==> src/rtl/lp805x_syncg_cmdexec_pkg.sv <==
// Shared definitions for the lp805x_syncg command executor: opcodes, status codes,
// command/response field positions and FSM state encodings.
package lp805x_syncg_cmdexec_pkg;

  localparam logic [1:0] OP_NOP = 2'b00;
  localparam logic [1:0] OP_WR  = 2'b01;
  localparam logic [1:0] OP_RD  = 2'b10;
  localparam logic [1:0] OP_RSV = 2'b11;

  localparam logic [1:0] STS_OK      = 2'b00;
  localparam logic [1:0] STS_TIMEOUT = 2'b01;
  localparam logic [1:0] STS_BADOP   = 2'b10;

  localparam int unsigned OP_MSB   = 39;
  localparam int unsigned OP_LSB   = 38;
  localparam int unsigned TAG_MSB  = 37;
  localparam int unsigned TAG_LSB  = 32;
  localparam int unsigned ADDR_MSB = 31;
  localparam int unsigned ADDR_LSB = 16;
  localparam int unsigned DAT_MSB  = 15;
  localparam int unsigned DAT_LSB  = 8;

  localparam logic [1:0] S_IDLE = 2'd0;
  localparam logic [1:0] S_CAPT = 2'd1;
  localparam logic [1:0] S_EXEC = 2'd2;
  localparam logic [1:0] S_RESP = 2'd3;

  function automatic logic [39:0] mk_resp(input logic [1:0]  status,
                                          input logic [5:0]  tag,
                                          input logic [15:0] addr,
                                          input logic [7:0]  data);
    return {status, tag, addr, data, 8'h00};
  endfunction

endpackage

==> src/rtl/lp805x_syncg_cmdexec.sv <==
// Gateway command executor: pops a command word, performs one byte access on the local
// bus, and pushes a response word into the return gateway.
module lp805x_syncg_cmdexec
  import lp805x_syncg_cmdexec_pkg::*;
#(
  parameter int unsigned DATA_WIDTH = 40,
  parameter int unsigned ADDR_WIDTH = 16,
  parameter int unsigned TO_WIDTH   = 8
) (
  input  logic                  clk,
  input  logic                  rst,
  input  logic                  rrdy,
  output logic                  rget,
  input  logic [DATA_WIDTH-1:0] rdata,
  output logic [ADDR_WIDTH-1:0] bus_addr,
  output logic [7:0]            bus_wdata,
  output logic                  bus_wr,
  output logic                  bus_rd,
  input  logic [7:0]            bus_rdata,
  input  logic                  bus_ack,
  output logic                  wput,
  input  logic                  wrdy,
  output logic [DATA_WIDTH-1:0] resp_data,
  output logic                  busy
);

  // cnt_q counts completed EXEC cycles; the cycle that takes it to all-ones is the last.
  localparam logic [TO_WIDTH-1:0] TO_LAST = {{(TO_WIDTH-1){1'b1}}, 1'b0};

  logic [1:0]            state_q, state_d;
  logic [5:0]            tag_q, tag_d;
  logic [15:0]           addr_q, addr_d;
  logic [7:0]            wdata_q, wdata_d;
  logic [TO_WIDTH-1:0]   cnt_q, cnt_d;
  logic                  wr_q, wr_d, rd_q, rd_d, wput_q, wput_d;
  logic [DATA_WIDTH-1:0] resp_q, resp_d;
  logic [1:0]            cap_op;
  logic                  unused_rdata;

  assign cap_op       = rdata[OP_MSB:OP_LSB];
  assign unused_rdata = ^rdata[7:0];

  always_comb begin
    state_d = state_q;
    tag_d   = tag_q;
    addr_d  = addr_q;
    wdata_d = wdata_q;
    cnt_d   = cnt_q;
    wr_d    = wr_q;
    rd_d    = rd_q;
    wput_d  = wput_q;
    resp_d  = resp_q;
    case (state_q)
      S_IDLE: begin
        if (rrdy) state_d = S_CAPT;
      end
      S_CAPT: begin
        tag_d   = rdata[TAG_MSB:TAG_LSB];
        addr_d  = rdata[ADDR_MSB:ADDR_LSB];
        wdata_d = rdata[DAT_MSB:DAT_LSB];
        cnt_d   = '0;
        case (cap_op)
          OP_NOP: state_d = S_IDLE;
          OP_WR: begin
            wr_d    = 1'b1;
            state_d = S_EXEC;
          end
          OP_RD: begin
            rd_d    = 1'b1;
            state_d = S_EXEC;
          end
          default: begin
            resp_d  = DATA_WIDTH'(mk_resp(STS_BADOP, rdata[TAG_MSB:TAG_LSB],
                                          rdata[ADDR_MSB:ADDR_LSB], 8'h00));
            wput_d  = 1'b1;
            state_d = S_RESP;
          end
        endcase
      end
      S_EXEC: begin
        cnt_d = cnt_q + 1'b1;
        if (bus_ack) begin
          resp_d  = DATA_WIDTH'(mk_resp(STS_OK, tag_q, addr_q, rd_q ? bus_rdata : 8'h00));
          wr_d    = 1'b0;
          rd_d    = 1'b0;
          wput_d  = 1'b1;
          state_d = S_RESP;
        end else if (cnt_q == TO_LAST) begin
          resp_d  = DATA_WIDTH'(mk_resp(STS_TIMEOUT, tag_q, addr_q, 8'h00));
          wr_d    = 1'b0;
          rd_d    = 1'b0;
          wput_d  = 1'b1;
          state_d = S_RESP;
        end
      end
      default: begin
        if (wrdy) begin
          wput_d  = 1'b0;
          state_d = S_IDLE;
        end
      end
    endcase
  end

  always_ff @(posedge clk or posedge rst) begin
    if (rst) begin
      state_q <= S_IDLE;
      tag_q   <= '0;
      addr_q  <= '0;
      wdata_q <= '0;
      cnt_q   <= '0;
      wr_q    <= 1'b0;
      rd_q    <= 1'b0;
      wput_q  <= 1'b0;
      resp_q  <= '0;
    end else begin
      state_q <= state_d;
      tag_q   <= tag_d;
      addr_q  <= addr_d;
      wdata_q <= wdata_d;
      cnt_q   <= cnt_d;
      wr_q    <= wr_d;
      rd_q    <= rd_d;
      wput_q  <= wput_d;
      resp_q  <= resp_d;
    end
  end

  // Gate with rst so a pop request never escapes while the gateway is being reset.
  assign rget      = (state_q == S_IDLE) & rrdy & ~rst;
  assign busy      = (state_q != S_IDLE);
  assign bus_addr  = ADDR_WIDTH'(addr_q);
  assign bus_wdata = wdata_q;
  assign bus_wr    = wr_q;
  assign bus_rd    = rd_q;
  assign wput      = wput_q;
  assign resp_data = resp_q;

endmodule

==> config.mk <==
export PLATFORM = sky130hd
export DESIGN_NAME = lp805x_syncg_cmdexec
export DESIGN_NICKNAME = d
export VERILOG_FILES = /design/src/rtl/lp805x_syncg_cmdexec_pkg.sv /design/src/rtl/lp805x_syncg_cmdexec.sv
export SDC_FILE = /design/constraint.sdc
export NUM_CORES = 1
export LEC_CHECK = 0
export CAP_MARGIN = 5
export CORE_MARGIN = 2
export CORE_UTILIZATION = 45
export DETAILED_ROUTE_END_ITERATION = 8
export MAX_ROUTING_LAYER = met4
export PLACE_DENSITY = 0.79
export SYNTH_ARGS = -nofsm -noshare
export SYNTH_HDL_FRONTEND = slang
export SYNTH_SLANG_ARGS = --single-unit
==> constraint.sdc <==
create_clock -name clk -period 4.1 [get_ports clk]
set_clock_uncertainty 0.1 [all_clocks]
set_input_delay 0.41 -clock clk [delete_from_list [all_inputs] [get_ports clk]]
set_output_delay 0.41 -clock clk [all_outputs]
set_load 0.03 [all_outputs]
==> results.toml <==
[run_status]
status = "finished, final reports clean"

[critical_path]
regToRegEndpoint = "resp_data[8]"
worst_setup_path_start_kind = "flip-flop"
worstSetupPathType = "reg -> reg"
worstPathArrival_ns = 3.01
crit_fanout = 28
r2r_cells = 7
rrSetupSlack_ns = 1.25
end_kind = "flip-flop"
timing.rr.start = "cnt_q[0]"
cp_data_required_time_ns = 4.26

[cts]
cts_resized = 0
cts_buffer_depth = 2
clkTransAtPathRegs_ns = 0.08
cts-hold-fix-buffers = 0
cts_tree = "done"
cts-htree-levels = 3
clockRootBuffer = "clkbuf_8"
cts_buffers = 9
worstSkewPairLatency_ns = 0.35
post-cts-setup-buffers = 0
cts_sinks = 75

[placement]
dp_hpwl_mm = 5.28
pre_cts_ws_ns = 1.28
io_buffers = 105
gp_congestion = 0.800

[yosys]
synth-seq-cells = 75
syn_area_sq_um = 3500
synthFlopType = "dfrtp_1"
synth_most_common_cell = "dfrtp_1"
synthTopCellsByArea = "dfrtp_1 54%, mux2_2 10%, mux2i_1 9.1%, a31oi_1 4.5%, a21oi_1 3.1%"
yosysWarnings = 0
synth_edf_count = 0
async_flop_share = 1.00
synthCells = 305
seq_area_frac_synth = 0.536
yosys.area.top_type_share = 0.536
netlist_top_cells_count = "75 x dfrtp_1, 32 x mux2_2, 32 x mux2i_1"
post-synth-top-area-cell = "dfrtp_1"
synth_cell_type_count = 35
syn_avg_cell_area_sq_um = 11.5

[min_path]
min_path_cells = 1
min_to = "bus_wdata[6]"
hold_path_class = "reg -> reg"
min_from = "bus_wdata[6]"

[layout]
seqCellArea_sq_um = 1880
drive_gt1_frac = 0.144
multi_input_area_sq_um = 1420
area_growth_syn_to_layout_pct = 36.4
diodes = 0
num-fill-cells = 624
final_nets = 464

[routing]
dr.first_iter.drc_count = 189
wirelength_mm = 7.85
via_per_inst = 5.13
drc = 0
ant_nets = 0
via_count = 2625
dr.pass1.iters = 6
wl_per_cell_um = 15.3

[grt]
grt_antenna_before_repair = 0
overflow = 0
grt_max_degree = 44
grt_first_pass_wirelength_mm = 13.3
grt_use_met2 = 0.317
grt.total_usage = 0.202
first_global_vias = 2733
grt_busiest_layer = "met2"
grtUsageMet1 = 0.253
use_met3 = 0.0518

[floorplan]
die_y_um = 92.2
initial_core_util = 0.458
fp-row-count = 32
die-area_sq_um = 8500
die_x_um = 92.2
core_area_sq_um = 7650
io_pins = 122

[sta]
min_period_over_period = 0.694
setup_slack_ns = 1.25
fmax_ghz = 0.351
rsz0062_at_grt = "no"
slew_violations = 0
setup_viol = 0
tightest_slew_ns = 0.774
slew_headroom = 0.482
hold_viol = 0
setup_tns_ns = 0
finalCriticalPeriod_ns = 2.85

[power]
power_leakage_nw = 1.97
ir_drop_v = 0.000425
p_per_area_nw_per_um2 = 888

[job]
drv_cap = 0
layer usage:
| layer | vias to the layer above | part of all wire |
|---|---|---|
| li1 | 1261 | - |
| met1 | 1275 | 0.44 |
| met2 | 80 | 0.47 |
| met3 | 9 | 0.070 |
| met4 | 0 | 0.014 |
| met5 | - | 0 |
worst max-delay path by stage:
stage | from | end | slack (ns) | cells after the start
6_report | cnt_q[0] | resp_data[8] | 1.25 | 7
5_1_grt | cnt_q[0] | resp_data[14] | 1.08 | 7
4_1_cts | cnt_q[0] | resp_data[8] | 1.26 | 7
3_5_place_dp | cnt_q[0] | resp_data[8] | 1.28 | 7
3_3_place_gp | cnt_q[0] | resp_data[38] | 1.35 | 6
2_1_floorplan | rst | bus_addr[0] | 1.68 | 1
logic make-up (layout without fill, tap and decap cells):
group           count (synthesis)  after routing  synth area share
flops                          75             75             0.536
compound gates                 69             69             0.121
mux                            64             64             0.194
buf+inv                        48            146            0.0679
simple gates                   40             40            0.0532
fa+ha+maj                       6              6            0.0214
xor+xnor                        2              2           0.00500
other cells                     1              8           0.00107
report_power, final:
part | internal (W) | leakage, nW | switching, W
Clock | 0.000218 | 0.0705 | 0.000281
Sequential | 0.00107 | 0.904 | 0.000199
Combinational | 0.00107 | 0.992 | 0.00141
sequential cells by signal (all words and copies together), names as in the netlist:
register,count
bus_rd,1
resp_data,32
wput,1
tag_q,6
bus_wr,1
bus_addr,16
cnt_q,8
state_q,2
bus_wdata,8
per-stage QoR:
stage	hold slack [ns]	util	instances	cell area, sq um	power [W]
global route	0.428	0.625	512	4780	0.00451
global placement	0.388	0.602	496	4610	0.00370
CTS	0.413	0.625	512	4780	0.00428
floorplan	0.380	-	312	3530	0.00292
finish	0.408	0.625	512	4780	0.00424
detailed placement	0.394	0.602	496	4610	0.00377
critical path: stages, from the launching register on:
cell and delay [ns]:
dfrtp_1 0.41, inv_1 0.10, ha_1 0.16, nand3_1 0.11, o21ai_4 0.63, and3_1 0.79, buf_12 0.25, mux2i_1 0.20
final cells by class:
type                            instances  area share
Sequential cell                        75       0.393
Multi-Input combinational cell        189       0.298
Timing Repair Buffer                  111       0.232
Clock buffer                           10      0.0267
Tap cell                              102      0.0267
Inverter                               19      0.0149
Clock inverter                          6     0.00891
layout by cell type (no fill, tap or decap), types with 2 or more instances in the layout:
master / count
clkdlybuf4s50_1: 105
dfrtp_1: 75
mux2_2: 32
mux2i_1: 32
a31oi_1: 25
a21oi_1: 22
inv_1: 18
nand2_1: 18
o21ai_0: 9
clkbuf_8: 9
conb_1: 8
nor2_1: 6
nand3_1: 5
clkinvlp_4: 5
buf_4: 5
a22o_1: 4
ha_1: 4
nor3_1: 3
and3_1: 2
o31ai_1: 2
xnor2_1: 2
ha_2: 2
(Power assumes the default switching activity.)
==> RTL edit 1, RTL diff (config.mk and constraints unchanged) <==
The parameter `DATA_WIDTH` goes from 40 to 44.
--- a/src/rtl/lp805x_syncg_cmdexec.sv
+++ b/src/rtl/lp805x_syncg_cmdexec.sv
@@ -3,7 +3,7 @@
 module lp805x_syncg_cmdexec
   import lp805x_syncg_cmdexec_pkg::*;
 #(
-  parameter int unsigned DATA_WIDTH = 40,
+  parameter int unsigned DATA_WIDTH = 44,
   parameter int unsigned ADDR_WIDTH = 16,
   parameter int unsigned TO_WIDTH   = 8
 ) (
Interface: changed (resized rdata and resp_data); port bits go from 122 to 130. The function was not compared with the original's and may differ.
==> RTL edit 1 against the unedited design <==
Cell area rose by 1.4%. Synthesized cell count rose by 1.3%. Power rose by 3.3%. Synthesized area rose by 0.86%. Setup slack improved by 0.16 ns. Wire length rose by 3.9%. Highest routed layer unchanged. Largest cell class unchanged. Sequential cell count did not move.
==> RTL edit 1: results (changes against the unedited design) <==
<table>
<tr><th>Metric</th><th>Value</th></tr>
<tr><th colspan="2">Global route</th></tr>
<tr><td>Global-route usage over all layers</td><td>20.9% (+0.68 points)</td></tr>
<tr><td>Largest net degree at the start of global routing</td><td>40 (-9.1%)</td></tr>
<tr><td>Via count of the first global-routing pass</td><td>2829 (+3.5%)</td></tr>
<tr><td>Global-route wire length before repair</td><td>13600 um (+2.3%)</td></tr>
<tr><th colspan="2">Clock tree</th></tr>
<tr><td>H-tree Lvls</td><td>3 (unchanged)</td></tr>
<tr><th colspan="2">Power</th></tr>
<tr><td>Switching pwr</td><td>0.00189 W (about the same)</td></tr>
<tr><td>Reported leakage power</td><td>2.02 nW (+2.8%)</td></tr>
<tr><td>Pwr/cell area</td><td>905 nW/um^2 (+1.9%)</td></tr>
<tr><td>IR Drop Worst-Case VDD</td><td>0.544 mV (+28%)</td></tr>
<tr><th colspan="2">Route</th></tr>
<tr><td>Routed wirelength normalized by instance count</td><td>15.8 um (+2.9%)</td></tr>
<tr><td>Starting DRT DRC Count</td><td>165 (-13%)</td></tr>
<tr><td>Total iterations of the first detailed-routing run</td><td>4 (-2)</td></tr>
<tr><td>Number of vias after detailed routing</td><td>2698 (+2.8%)</td></tr>
<tr><th colspan="2">Run status</th></tr>
<tr><td>Outcome</td><td>complete, no violations</td></tr>
<tr><th colspan="2">Timing</th></tr>
<tr><td>Transition time at the pin with the least slew margin</td><td>0.775 ns (+0.00173 ns)</td></tr>
<tr><td>Post-route minimum period</td><td>2.69 ns (-0.159 ns)</td></tr>
<tr><td>Final Hold Slack</td><td>0.409 ns (+0.000976 ns)</td></tr>
<tr><th colspan="2">Cells and area</th></tr>
<tr><td>Non-filler cells, final</td><td>517 (+0.98%)</td></tr>
<tr><td>Number of nets in the finished design</td><td>473 (+1.9%)</td></tr>
<tr><td>Proportion of layout cells with a drive suffix above 1</td><td>14.5% (+0.068 points)</td></tr>
<tr><th colspan="2">Placement</th></tr>
<tr><td>Placed instance count</td><td>501 (+1.0%)</td></tr>
<tr><td>Half-perimeter wire length of the detailed placement result</td><td>5460 um (+3.3%)</td></tr>
<tr><td>Final RePlAce weighted congestion</td><td>0.783 (-2.0%)</td></tr>
<tr><th colspan="2">Synth</th></tr>
<tr><td>Register area share after synthesis</td><td>53.1% (-0.46 points)</td></tr>
<tr><td>Avg Synthesized Cell Area</td><td>11.4 um^2 (-0.45%)</td></tr>
<tr><td>Top cells by area in the synthesized netlist</td><td>sky130_fd_sc_hd__dfrtp_1 (53%), sky130_fd_sc_hd__mux2_2 (10%), sky130_fd_sc_hd__mux2i_1 (9.1%), sky130_fd_sc_hd__a31oi_1 (4.4%), sky130_fd_sc_hd__buf_4 (3.2%)</td></tr>
<tr><th colspan="2">Worst setup path</th></tr>
<tr><td>Arrival @ worst endpoint</td><td>2.86 ns (-0.15 ns)</td></tr>
<tr><td>Reg-to-reg setup timing slack</td><td>1.41 ns (+0.16 ns)</td></tr>
</table>
RTL edit 1: cell count changes after synthesis:
cell	delta
sky130_fd_sc_hd__buf_4	+4
RTL edit 1: final timing paths:
kind / start / to
worst max-delay path: cnt_q[0] / resp_data[15]
worst min-delay path: resp_data[38] / resp_data[38]
worst max register to register: cnt_q[0] / resp_data[15]
worst min register to register: resp_data[38] / resp_data[38]
max in group asynchronous: rst / resp_data[38]
min in group asynchronous: rst / bus_wdata[0]
RTL edit 1: per-stage QoR:
step	instance area [um^2]	util, %
2_1_floorplan	3570	-
3_3_place_gp	4620	60.4
3_5_place_dp	4620	60.4
4_1_cts	4840	63.4
5_1_grt	4840	63.4
6_report	4840	63.4
RTL edit 1: layer usage:
layer	GRT usage [%]	wire (um)	vias to the layer above
li1	-	-	1274
met1	24.4	3470	1317
met2	33.8	3980	94
met3	5.86	568	13
met4	8.96	129	0
met5	-	0	-
RTL edit 1: cell families after synthesis:
family,count (synthesis),share of synthesized area (%)
AO/OA/AOI/OAI,69,12.0
multiplexers,64,19.3
buffers and inverters,52,7.58
other,1,0.106
flip-flops,75,53.1
AND/OR/NAND/NOR,40,5.28
adder cells (fa/ha/maj),6,2.13
XOR/XNOR,2,0.496
RTL edit 1: power groups by stage:
stage,Combinational (W),Sequential [W],Clock (W)
floorplan,0.00114,0.00179,0
global placement,0.00242,0.00127,0
detailed placement,0.00248,0.00129,0
CTS,0.00249,0.00128,0.000663
global route,0.00265,0.00132,0.000692
finish,0.00246,0.00128,0.000647
RTL edit 1: layout make-up:
cell class | instances | area, um^2
sequential | 75 | 1880
tap | 102 | 128
clock inverter | 4 | 72.6
timing repair buffer | 112 | 1100
inverter | 19 | 71.3
clock buffer | 12 | 155
multi-input combinational | 193 | 1440
fill | 607 | 2800
RTL edit 1: worst max-delay path, cell delays in order, from the launching register on:
cell and delay (ns):
sky130_fd_sc_hd__dfrtp_1 0.41, sky130_fd_sc_hd__inv_1 0.11, sky130_fd_sc_hd__ha_1 0.16, sky130_fd_sc_hd__nand3_1 0.11, sky130_fd_sc_hd__o21ai_4 0.62, sky130_fd_sc_hd__and3_1 0.58, sky130_fd_sc_hd__buf_4 0.29, sky130_fd_sc_hd__mux2i_1 0.20
==> RTL edit 2, RTL diff (same settings) <==
Made on the original files. `wdata_q` no longer has a reset.
--- a/src/rtl/lp805x_syncg_cmdexec.sv
+++ b/src/rtl/lp805x_syncg_cmdexec.sv
@@ -107,7 +107,6 @@
       state_q <= S_IDLE;
       tag_q   <= '0;
       addr_q  <= '0;
-      wdata_q <= '0;
       cnt_q   <= '0;
       wr_q    <= 1'b0;
       rd_q    <= 1'b0;
@@ -117,13 +116,16 @@
       state_q <= state_d;
       tag_q   <= tag_d;
       addr_q  <= addr_d;
-      wdata_q <= wdata_d;
       cnt_q   <= cnt_d;
       wr_q    <= wr_d;
       rd_q    <= rd_d;
       wput_q  <= wput_d;
       resp_q  <= resp_d;
     end
+  end
+
+  always_ff @(posedge clk) begin
+    wdata_q <= wdata_d;
   end
 
   // Gate with rst so a pop request never escapes while the gateway is being reset.
Behaviour: differs if rst is asserted again (counterexample within 4 cycles, from zero or initial values and one cycle with rst high); with rst held inactive, the same outputs for 10 cycles.
==> RTL edit 2 against the unedited design <==
Non-clock buffer count rose by 1. Final cell count fell by 2.5%. Wire length fell by 1.2%. Sequential share of layout area rose by 1.0 points. Sequential cell count did not move. Synthesized area fell by 1.1%. Power fell by 1.5%. Cell area fell by 0.52%. Setup slack improved by 0.37 ns.
==> RTL edit 2: results (changes against the unedited design) <==
<table>
<tr><th>Metric</th><th>Value</th></tr>
<tr><th colspan="2">Route</th></tr>
<tr><td>Starting DRT DRC Count</td><td>144 (-24%)</td></tr>
<tr><td>Overall routed net length</td><td>7750 um (-1.2%)</td></tr>
<tr><td>Via count normalized by instance count</td><td>5.19 (+1.2%)</td></tr>
<tr><th colspan="2">Synth</th></tr>
<tr><td>Async set or reset register ratio after synthesis</td><td>89.3% (-11 points)</td></tr>
<tr><td>Multiplexer fraction of the synthesized cell area</td><td>17.1% (-2.3 points)</td></tr>
<tr><td>Adder-cell area share of the yosys netlist</td><td>2.17% (+0.024 points)</td></tr>
<tr><td>Xor and xnor area share after synthesis</td><td>0.253% (-0.25 points)</td></tr>
<tr><td>Post-synth EDFFs</td><td>8 (+8)</td></tr>
<tr><th colspan="2">Worst setup path</th></tr>
<tr><td>Delay of the slowest critical-path stage</td><td>0.42 ns (-0.37 ns)</td></tr>
<tr><td>Cell family with the largest share of critical-path delay</td><td>buffers and inverters</td></tr>
<tr><td>Maximum fanout encountered on the critical timing path</td><td>32 (+14%)</td></tr>
<tr><td>Reg-to-reg setup timing slack</td><td>1.62 ns (+0.37 ns)</td></tr>
<tr><td>FF-to-FF path depth</td><td>8 (+1)</td></tr>
<tr><th colspan="2">Cells and area</th></tr>
<tr><td>Fraction of cell area in non-clock buffers</td><td>23.2% (about the same)</td></tr>
<tr><td>Clock network contribution to total cell area</td><td>4.71% (+1.2 points)</td></tr>
<tr><td>Non-filler cells, final</td><td>499 (-2.5%)</td></tr>
<tr><td>Multi-input gate share of total cell area</td><td>27.6% (-2.2 points)</td></tr>
<tr><td>Number of nets in the finished design</td><td>454 (-2.2%)</td></tr>
<tr><th colspan="2">Global route</th></tr>
<tr><td>Global-route wire length before repair</td><td>12600 um (-5.2%)</td></tr>
<tr><th colspan="2">Placement</th></tr>
<tr><td>Placed instance count</td><td>483 (-2.6%)</td></tr>
<tr><th colspan="2">Timing</th></tr>
<tr><td>Final Hold Slack</td><td>0.414 ns (+0.00582 ns)</td></tr>
<tr><td>Share of the clock period used by the worst path</td><td>60.5% (-9.0 points)</td></tr>
<tr><td>Slew headroom</td><td>41.7% (-6.5 points)</td></tr>
<tr><th colspan="2">Floorplanning</th></tr>
<tr><td>Count of inserted tapcells</td><td>99 (-2.9%)</td></tr>
<tr><th colspan="2">Run status</th></tr>
<tr><td>Outcome</td><td>complete, no violations</td></tr>
</table>
[RTL edit 2: cell types whose count changed after synthesis, sizes merged, moves of 2 or more]
cell,unedited run,this run
edfxtp,0,8
or3,1,3
dfrtp,75,67
a22o,4,0
o31ai,2,0
xnor2,2,0
nor2,6,3
mux2,32,25
o22ai,0,2
nand2,18,16
a21oi,22,26
nor3,3,1
[RTL edit 2: report_power, final]
part | internal [W] | switching (W)
Combinational | 0.000964 | 0.00133
Clock | 0.000360 | 0.000269
Sequential | 0.00107 | 0.000184
[RTL edit 2: logic make-up after synthesis]
logic type	Yosys count
DFF	75
AOI/OAI and AO/OA	69
muxes	56
buffers and inverters	48
and+or+nand+nor	38
adders and majority gates	6
other	1
xor gates and xnor gates	1
[RTL edit 2: layer usage]
| layer | GRT usage [%] | part of all wire (%) |
|---|---|---|
| met5 | - | 0 |
| met4 | 6.84 | 1.3 |
| met2 | 31.4 | 49 |
| met1 | 23.1 | 43 |
| met3 | 5.34 | 7.1 |
